==> src/rtl/pc_fetch_sequencer.sv <==
// Program counter owner and single-outstanding IMEM fetch sequencer feeding IF/ID.
// Applies EX redirects, flushes wrong-path work, discards stale responses and absorbs stalls.
//
// state | meaning
// BOOT  | one idle cycle after reset release, no request
// RUN   | issue fetch request at pc when IF/ID can accept
// WAIT  | request granted, waiting for the response
// HOLD  | response captured during a stall, presented from hold regs
// DRAIN | redirect left a response outstanding; discard it on arrival
// HALT  | misaligned redirect target seen; idle until reset
module pc_fetch_sequencer #(
    parameter int unsigned         XLEN     = 32,
    parameter logic [XLEN-1:0]     RESET_PC = '0
) (
    input  logic            i_clk,
    input  logic            i_rst_n,
    input  logic            i_stall,
    input  logic            i_ex_valid,
    input  logic [1:0]      i_prePCSrc,
    input  logic [XLEN-1:0] i_branch_target,
    input  logic [XLEN-1:0] i_jalr_target,
    output logic            o_imem_req,
    output logic [XLEN-1:0] o_imem_addr,
    input  logic            i_imem_gnt,
    input  logic            i_imem_rvalid,
    input  logic [XLEN-1:0] i_imem_rdata,
    output logic            o_if_valid,
    output logic [XLEN-1:0] o_if_pc,
    output logic [XLEN-1:0] o_if_inst,
    output logic            o_flush,
    output logic            o_misalign
);

    typedef enum logic [2:0] {
        S_BOOT  = 3'd0,
        S_RUN   = 3'd1,
        S_WAIT  = 3'd2,
        S_HOLD  = 3'd3,
        S_DRAIN = 3'd4,
        S_HALT  = 3'd5
    } state_t;

    state_t            state_q, state_d;
    logic [XLEN-1:0]   pc_q, pc_d;
    logic [XLEN-1:0]   fetch_pc_q, fetch_pc_d;
    logic [XLEN-1:0]   hold_pc_q, hold_pc_d;
    logic [XLEN-1:0]   hold_inst_q, hold_inst_d;

    logic              redirect;
    logic              redirect_en;
    logic              target_misaligned;
    logic [XLEN-1:0]   jalr_aligned;
    logic [XLEN-1:0]   target;

    // jalr wins when both bits are set; its target always has bit 0 cleared.
    assign jalr_aligned      = i_jalr_target & ~XLEN'(1);
    assign target            = i_prePCSrc[1] ? jalr_aligned : i_branch_target;
    assign redirect          = i_ex_valid & (|i_prePCSrc);
    assign redirect_en       = redirect && (state_q != S_BOOT) && (state_q != S_HALT);
    assign target_misaligned = |target[1:0];

    assign o_imem_addr = pc_q;

    always_comb begin
        state_d     = state_q;
        pc_d        = pc_q;
        fetch_pc_d  = fetch_pc_q;
        hold_pc_d   = hold_pc_q;
        hold_inst_d = hold_inst_q;
        o_imem_req  = 1'b0;
        o_if_valid  = 1'b0;
        o_if_pc     = '0;
        o_if_inst   = '0;
        o_flush     = 1'b0;
        o_misalign  = 1'b0;

        if (redirect_en) begin
            o_flush = 1'b1;
            if (target_misaligned) begin
                o_misalign = 1'b1;
                state_d    = S_HALT;
            end else begin
                pc_d = target;
                unique case (state_q)
                    S_WAIT:  state_d = i_imem_rvalid ? S_RUN : S_DRAIN;
                    S_HOLD:  state_d = S_RUN;
                    default: state_d = state_q;
                endcase
            end
        end else begin
            unique case (state_q)
                S_BOOT: begin
                    state_d = S_RUN;
                end
                S_RUN: begin
                    o_imem_req = ~i_stall;
                    if (!i_stall && i_imem_gnt) begin
                        fetch_pc_d = pc_q;
                        pc_d       = pc_q + XLEN'(4);
                        state_d    = S_WAIT;
                    end
                end
                S_WAIT: begin
                    if (i_imem_rvalid) begin
                        if (!i_stall) begin
                            o_if_valid = 1'b1;
                            o_if_pc    = fetch_pc_q;
                            o_if_inst  = i_imem_rdata;
                            state_d    = S_RUN;
                        end else begin
                            hold_pc_d   = fetch_pc_q;
                            hold_inst_d = i_imem_rdata;
                            state_d     = S_HOLD;
                        end
                    end
                end
                S_HOLD: begin
                    o_if_valid = 1'b1;
                    o_if_pc    = hold_pc_q;
                    o_if_inst  = hold_inst_q;
                    if (!i_stall) begin
                        state_d = S_RUN;
                    end
                end
                S_DRAIN: begin
                    if (i_imem_rvalid) begin
                        state_d = S_RUN;
                    end
                end
                S_HALT: begin
                    state_d = S_HALT;
                end
                default: begin
                    state_d = S_HALT;
                end
            endcase
        end
    end

    always_ff @(posedge i_clk or negedge i_rst_n) begin
        if (!i_rst_n) begin
            state_q     <= S_BOOT;
            pc_q        <= RESET_PC;
            fetch_pc_q  <= '0;
            hold_pc_q   <= '0;
            hold_inst_q <= '0;
        end else begin
            state_q     <= state_d;
            pc_q        <= pc_d;
            fetch_pc_q  <= fetch_pc_d;
            hold_pc_q   <= hold_pc_d;
            hold_inst_q <= hold_inst_d;
        end
    end

endmodule

==> config.mk <==
export PLATFORM = sky130hd
export DESIGN_NAME = pc_fetch_sequencer
export DESIGN_NICKNAME = d
export VERILOG_FILES = /design/src/rtl/pc_fetch_sequencer.sv
export SDC_FILE = /design/constraint.sdc
export NUM_CORES = 1
export LEC_CHECK = 0
export CORE_ASPECT_RATIO = 0.9
export CORE_UTILIZATION = 44
export DETAILED_ROUTE_END_ITERATION = 8
export GPL_TIMING_DRIVEN = 0
export PLACE_DENSITY = 0.9
export SLEW_MARGIN = 10
export SYNTH_ARGS = -nofsm -noshare
export SYNTH_HDL_FRONTEND = slang
export SYNTH_SLANG_ARGS = --single-unit
export TNS_END_PERCENT = 10
==> constraint.sdc <==
create_clock -name i_clk -period 3.1 [get_ports i_clk]
set_clock_uncertainty 0.05 [all_clocks]
set_input_delay 0.93 -clock i_clk [delete_from_list [all_inputs] [get_ports i_clk]]
set_output_delay 0.93 -clock i_clk [all_outputs]
set_load 0.02 [all_outputs]
==> results by group, run 1 <==
Status
  • Run status: complete, but fails checks
  • Failing checks: negative setup slack

CTS
  • Worst-case clock buffer depth: 2
  • Worst-Skew Late Latency: ~420 ps
  • Root buf cell: clkbuf_16
  • Reg clk slew, reported paths: 60 ps
  • CTS H-tree lvls: 4
  • Hold-fix buffer count after cts: 0
  • # clock sinks: approximately 130
  • CTS buffer count: 17
  • CTS tree: done

Floorplanning
  • FP Rows: 43
  • Die area: 16600 um^2
  • Die Height: 122 um
  • Horiz. Die Dim: 136 um
  • Number of top-level pins: 204
  • Initial Utilization: 0.455
  • Core Area: 15500 um^2

STA
  • Final setup viols: 57
  • Final Hold Fails: 0
  • Max_slew headroom: 0.500
  • Fmax: between 300 and 400 MHz
  • Final Slew Violations: 0
  • Tcrit/Tclk final: 1.05
  • RSZ-0062 raised after global routing: yes
  • Setup WS post-layout: -155 ps
  • Final Critical Period: 3260 ps
  • Setup_tns: -5500 ps
  • Least-Margin Pin Slew: 744 ps

Setup path
  • Worst setup SP type: primary input
  • Crit Path Max Fanout: 8
  • CP top delay family: buffers and inverters
  • Buf/Inv on CP: 4
  • Flop2flop setup slack: 700 ps
  • Crit path top cell by count: clkbuf_16
  • Critical path's slowest cell: or3_4
  • Reg2reg start: o_imem_addr[2]
  • Critical Setup Path Class: in2out
  • Crit path arrival time: about 2300 ps
  • CP peak stage delay: 380 ps
  • CP required: 2120 ps
  • CP startpoint: i_prePCSrc[1]
  • Critical Path End Type: output port
  • CP Cell Sequence: buf_12 > o21a_4 > or3_4 > clkbuf_16 > clkbuf_16 > nor2_2 > buf_6

Power and ir drop
  • Cell Pwr Density: between 700 and 800 nW/um^2
  • Pint: between 5 and 6 mW
  • Clock share of power: 0.264
  • Logic pwr share: 0.375
  • Worst VDD drop: between 0.3 and 0.4 mV
  • Tot Pwr: a little over 8 mW
  • Leakage: around 4.6 nW
  • Switching part of the total power: 0.375
  • Flop pwr share: 0.361
  • NetSw: 3.01 mW

Final layout
  • Layout cells sized above 1: 0.295
  • Final Non-Filler Cells: 1118
  • Commonest non-fill, non-tap cell in the layout: dfrtp_1
  • Commonest cells after routing, fill and taps aside: dfrtp_1 (130), clkdlybuf4s50_1 (128), a22oi_1 (67), mux2_1 (60), buf_6 (53)
  • Area growth syn-to-layout: 50.6%
  • Nets: 1008
  • Final core utilization: 0.686
  • Final cell area excluding filler cells: ~11000 um^2
  • Antenna cells: 0

Routing
  • Drt pass-1 iters: 7
  • DR iter-0 viols: 777
  • Antenna-violating nets left: 0
  • DRT Wirelength: 23700 um
  • Number of remaining DRC errors: 0
  • DR vias: 6772
  • Vias per std cell: 6.06
  • WL per Instance: 21.2 um

Yosys
  • Unique masters post-synth: between 50 and 60
  • Post-Synth Adder-Cell Area: 0.00318
  • Synth Area per Inst: ~11 um^2
  • Seq cells post-synth: 131
  • XOR/XNOR Fraction of Synth Area: 0.00124
  • Cell count after synthesis: 670
  • Cell Area, Synth: 7080 um^2
  • Ys async rst share: 1.00
  • Net count after synthesis: 775
  • Ys flop type: dfrtp_1
  • Largest family of logic cells by synthesized area: multiplexers
  • Synth warnings: 0
  • Synth Area in Compound Gates: 0.180
  • Post-synth EDFFs: 0
  • Post-synthesis mux area share: 0.193
  • Simple-gate share of the synthesized area: 0.115
  • Sequential share of the synthesized area: 0.463

Global route
  • Global Route Usage Sum: 0.293
  • Total grt overflow: 0
  • First-pass GRT wire length: ~37000 um
  • Vias in the first global route: 6679
  • Initial antenna violation count: 0
  • Largest net degree at the start of global routing: 94

Worst hold path
  • Worst min path class: in2async

Placement
  • Port-buffer cells: 201
  • Post-DP Area: 9430 um^2
  • Placed Instances: 1074
  • GP Congestion: 0.941
  • DP Wirelength: approximately 15000 um

Job
  • Max-capacitance violation count: 0
==> cell usage after synthesis (15+ instances only) <==
| cell | count | area, um^2 |
|---|---|---|
| a22oi_1 | 67 | 503 |
| nand2_1 | 30 | 113 |
| nand3_1 | 15 | 75.1 |
| a21oi_1 | 28 | 140 |
| mux2i_1 | 16 | 160 |
| dfrtp_1 | 131 | 3280 |
| mux2_1 | 60 | 676 |
| mux2_2 | 47 | 529 |
| nor2_1 | 87 | 327 |
| clkbuf_1 | 20 | 75.1 |
| o21ai_0 | 22 | 110 |
| o22ai_1 | 15 | 93.8 |
==> layout make-up <==
type | count | area, um^2
well taps | 202 | 253
clock inverters | 10 | 155
inverters | 7 | 47.5
plain buffers | 48 | 484
flip-flops and latches | 131 | 3280
fillers | 1081 | 4890
multi-input cells | 482 | 3810
clock buffers | 22 | 464
repair buffers | 216 | 2160
==> sequential cells by signal (all words and copies together) (netlist names) <==
name / flops
hold_pc_q: 32
o_imem_addr: 32
state_q: 3
hold_inst_q: 32
fetch_pc_q: 32
==> per-stage QoR <==
| stage | setup WS, ps | hold WS, ps |
|---|---|---|
| 2_1_floorplan | -227 | 409 |
| 3_3_place_gp | -4020 | 417 |
| 3_5_place_dp | -1640 | 425 |
| 4_1_cts | -116 | 364 |
| 5_1_grt | -184 | 388 |
| 6_report | -155 | 368 |
==> kinds of logic after synthesis <==
logic type | count (synthesis)
mux | 123
simple gates | 173
buf+inv | 57
compound gates | 183
flops | 131
xor+xnor | 1
fa+ha+maj | 2
==> timing repair <==
action                                  CTS  global route
endpoints found under the setup margin   68            67
pin swaps                                31             3
gates resized for setup                 498            25
setup buffers                             8             2
cloned                                    4             0
==> final timing paths <==
kind,to,cells past startpoint
max in group asynchronous,state_q[2],2
setup / recovery,o_if_inst[2],7
setup reg to reg,o_imem_addr[26],6
min in group i_clk,hold_inst_q[28],1
hold / removal,fetch_pc_q[15],1
hold reg to reg,hold_inst_q[28],1
==> power by group through the flow <==
stage	Combinational, mW	Sequential (mW)	Clock (mW)
3_5_place_dp	2.71	2.86	0
5_1_grt	3.21	2.96	2.21
3_3_place_gp	2.63	2.82	0
2_1_floorplan	1.49	2.89	0
6_report	3.01	2.90	2.12
4_1_cts	2.90	2.85	2.13
==> per-layer routing <==
layer	global-route usage	wire length, um	up-vias
met1	0.372	9380	3297
li1	-	-	2976
met3	0.0690	2110	79
met2	0.485	11500	420
met4	0.110	775	0
met5	0	0	-
Power figures use the tool's default switching activity.
==> inputs of run 2 (changes only) <==
Settings changed: CELL_PAD_IN_SITES_DETAIL_PLACEMENT set to 1, CELL_PAD_IN_SITES_GLOBAL_PLACEMENT set to 1, CORE_UTILIZATION 44 to 33, PLACE_DENSITY 0.9 to 0.89, SLEW_MARGIN 10 to 20.
==> results by group, run 2 (synthesis gave the netlist of run 1 again) <==
Status
  • Run status: complete, but fails checks
  • Failing checks: negative setup slack

Worst hold path
  • Worst min path class: in2async

Final layout
  • Commonest non-fill, non-tap cell in the layout: dfrtp_1
  • Area growth syn-to-layout: 56.1%
  • Final core utilization: 0.529
  • Commonest cells after routing, fill and taps aside: dfrtp_1 (130), clkdlybuf4s50_1 (129), buf_6 (61), mux2_1 (60), a22oi_1 (55)
  • Layout cells sized above 1: 0.324
  • Antenna cells: 0
  • Nets: 1026
  • Fill cells: 2236

Floorplanning
  • Horiz. Die Dim: roughly 160 um
  • Die area: 22000 um^2
  • FP Rows: 50
  • Die Height: 141 um
  • Core Area: 20900 um^2
  • Number of top-level pins: 204
  • Initial Utilization: 0.339

Routing
  • DRT Wirelength: 27600 um
  • DR vias: 6767
  • Vias per std cell: 5.55
  • Drt pass-1 iters: 6
  • Antenna-violating nets left: 0
  • DR iter-0 viols: 527
  • Number of remaining DRC errors: 0
  • WL per Instance: 22.7 um

STA
  • Tcrit/Tclk final: 1.06
  • Setup_tns: -7060 ps
  • RSZ-0062 raised after global routing: yes
  • Max_slew headroom: 0.363
  • Final setup viols: 66
  • Setup WS post-layout: -173 ps
  • Final Slew Violations: 0
  • Final Hold Fails: 0
  • Fmax: between 300 and 400 MHz
  • Hold slack: 338 ps
  • Final Critical Period: 3270 ps
  • Least-Margin Pin Slew: 955 ps

Job
  • Max-capacitance violation count: 0

Setup path
  • Worst setup SP type: primary input
  • Critical Path End Type: output port
  • Crit path arrival time: 2290 ps
  • CP required: 2120 ps
  • Critical Setup Path Class: in2out
  • Crit Path Max Fanout: 7

Placement
  • GP Congestion: 0.862
  • Dpl ws: -1560 ps
  • DP Wirelength: 18300 um
  • Port-buffer cells: 201

CTS
  • Reg clk slew, reported paths: 50 ps
  • # clock sinks: 131
  • CTS H-tree lvls: 4
  • CTS buffer count: 17
  • Worst-case clock buffer depth: 2
  • Hold-fix buffer count after cts: 0
  • Root buf cell: clkbuf_16
  • Worst-Skew Late Latency: 420 ps
  • CTS tree: done

Power and ir drop
  • Worst VDD drop: 0.323 mV
  • Flop pwr share: 0.358
  • NetSw: 3.16 mW
  • Tot Pwr: 8.16 mW
  • Clock share of power: 0.250
  • Cell Pwr Density: 738 nW/um^2
  • Leakage: 4.67 nW
  • Switching part of the total power: 0.388
  • Pint: 5.00 mW
  • Logic pwr share: 0.392

Global route
  • Largest net degree at the start of global routing: 93
  • Total grt overflow: 0
  • Vias in the first global route: 7393
  • Global Route Usage Sum: 0.251
  • First-pass GRT wire length: 42000 um
  • Initial antenna violation count: 0
## run 2: layout make-up
class | count | area (um^2) | area share
multi-input combinational | 482 | 3880 | 0.351
sequential | 131 | 3280 | 0.297
timing repair buffer | 234 | 2400 | 0.218
buffer | 48 | 500 | 0.0453
clock buffer | 21 | 450 | 0.0408
tap | 286 | 358 | 0.0324
clock inverter | 10 | 134 | 0.0121
inverter | 7 | 41.3 | 0.00374
## run 2: power by group through the flow
stage	clock (mW)	combinational, mW	sequential (mW)
floorplan	0	1.49	2.89
global placement	0	2.70	2.83
detailed placement	0	2.81	2.89
CTS	2.07	3.03	2.88
global route	2.14	3.41	2.98
finish	2.04	3.20	2.92
## run 2: timing repair
| action | 4_1_cts | 5_1_grt |
|---|---|---|
| resized for setup | 500 | 69 |
| pin swaps | 19 | 11 |
| buffers inserted | 14 | 10 |
| endpoints found under the setup margin | 68 | 67 |
| cloned | 5 | 3 |
## run 2: path summary, 6_finish.rpt
path / start / endpoint / slack [ps] / cells after the start
min in group i_clk: hold_inst_q[26] / hold_inst_q[26] / 440 / 1
max: i_prePCSrc[1] / o_if_inst[20] / -170 / 7
min reg2reg: hold_inst_q[26] / hold_inst_q[26] / 440 / 1
min: i_rst_n / hold_inst_q[28] / 340 / 1
max reg2reg: o_imem_addr[2] / o_imem_addr[10] / 560 / 6
max in group asynchronous: i_rst_n / o_imem_addr[21] / 1880 / 2
## run 2: critical path, cell delays in order
cell and delay (ps):
buf_12 100, o21a_4 230, or3_4 380, clkbuf_16 190
clkbuf_16 160, nor2_2 130, buf_4 160
## run 2: layer usage
layer / up-vias / part of all wire / global-route usage / wire length (um)
li1: 3005 / - / - / -
met1: 3405 / 0.41 / 0.316 / 11400
met2: 300 / 0.50 / 0.419 / 13900
met3: 57 / 0.060 / 0.0572 / 1660
met4: 0 / 0.025 / 0.0913 / 677
met5: - / 0 / 0 / 0
## run 2: through the flow
stage	cell area, um^2	instances
floorplan	7140	670
global placement	9510	1157
detailed placement	9540	1158
CTS	10700	1207
global route	11000	1219
finish	11000	1219
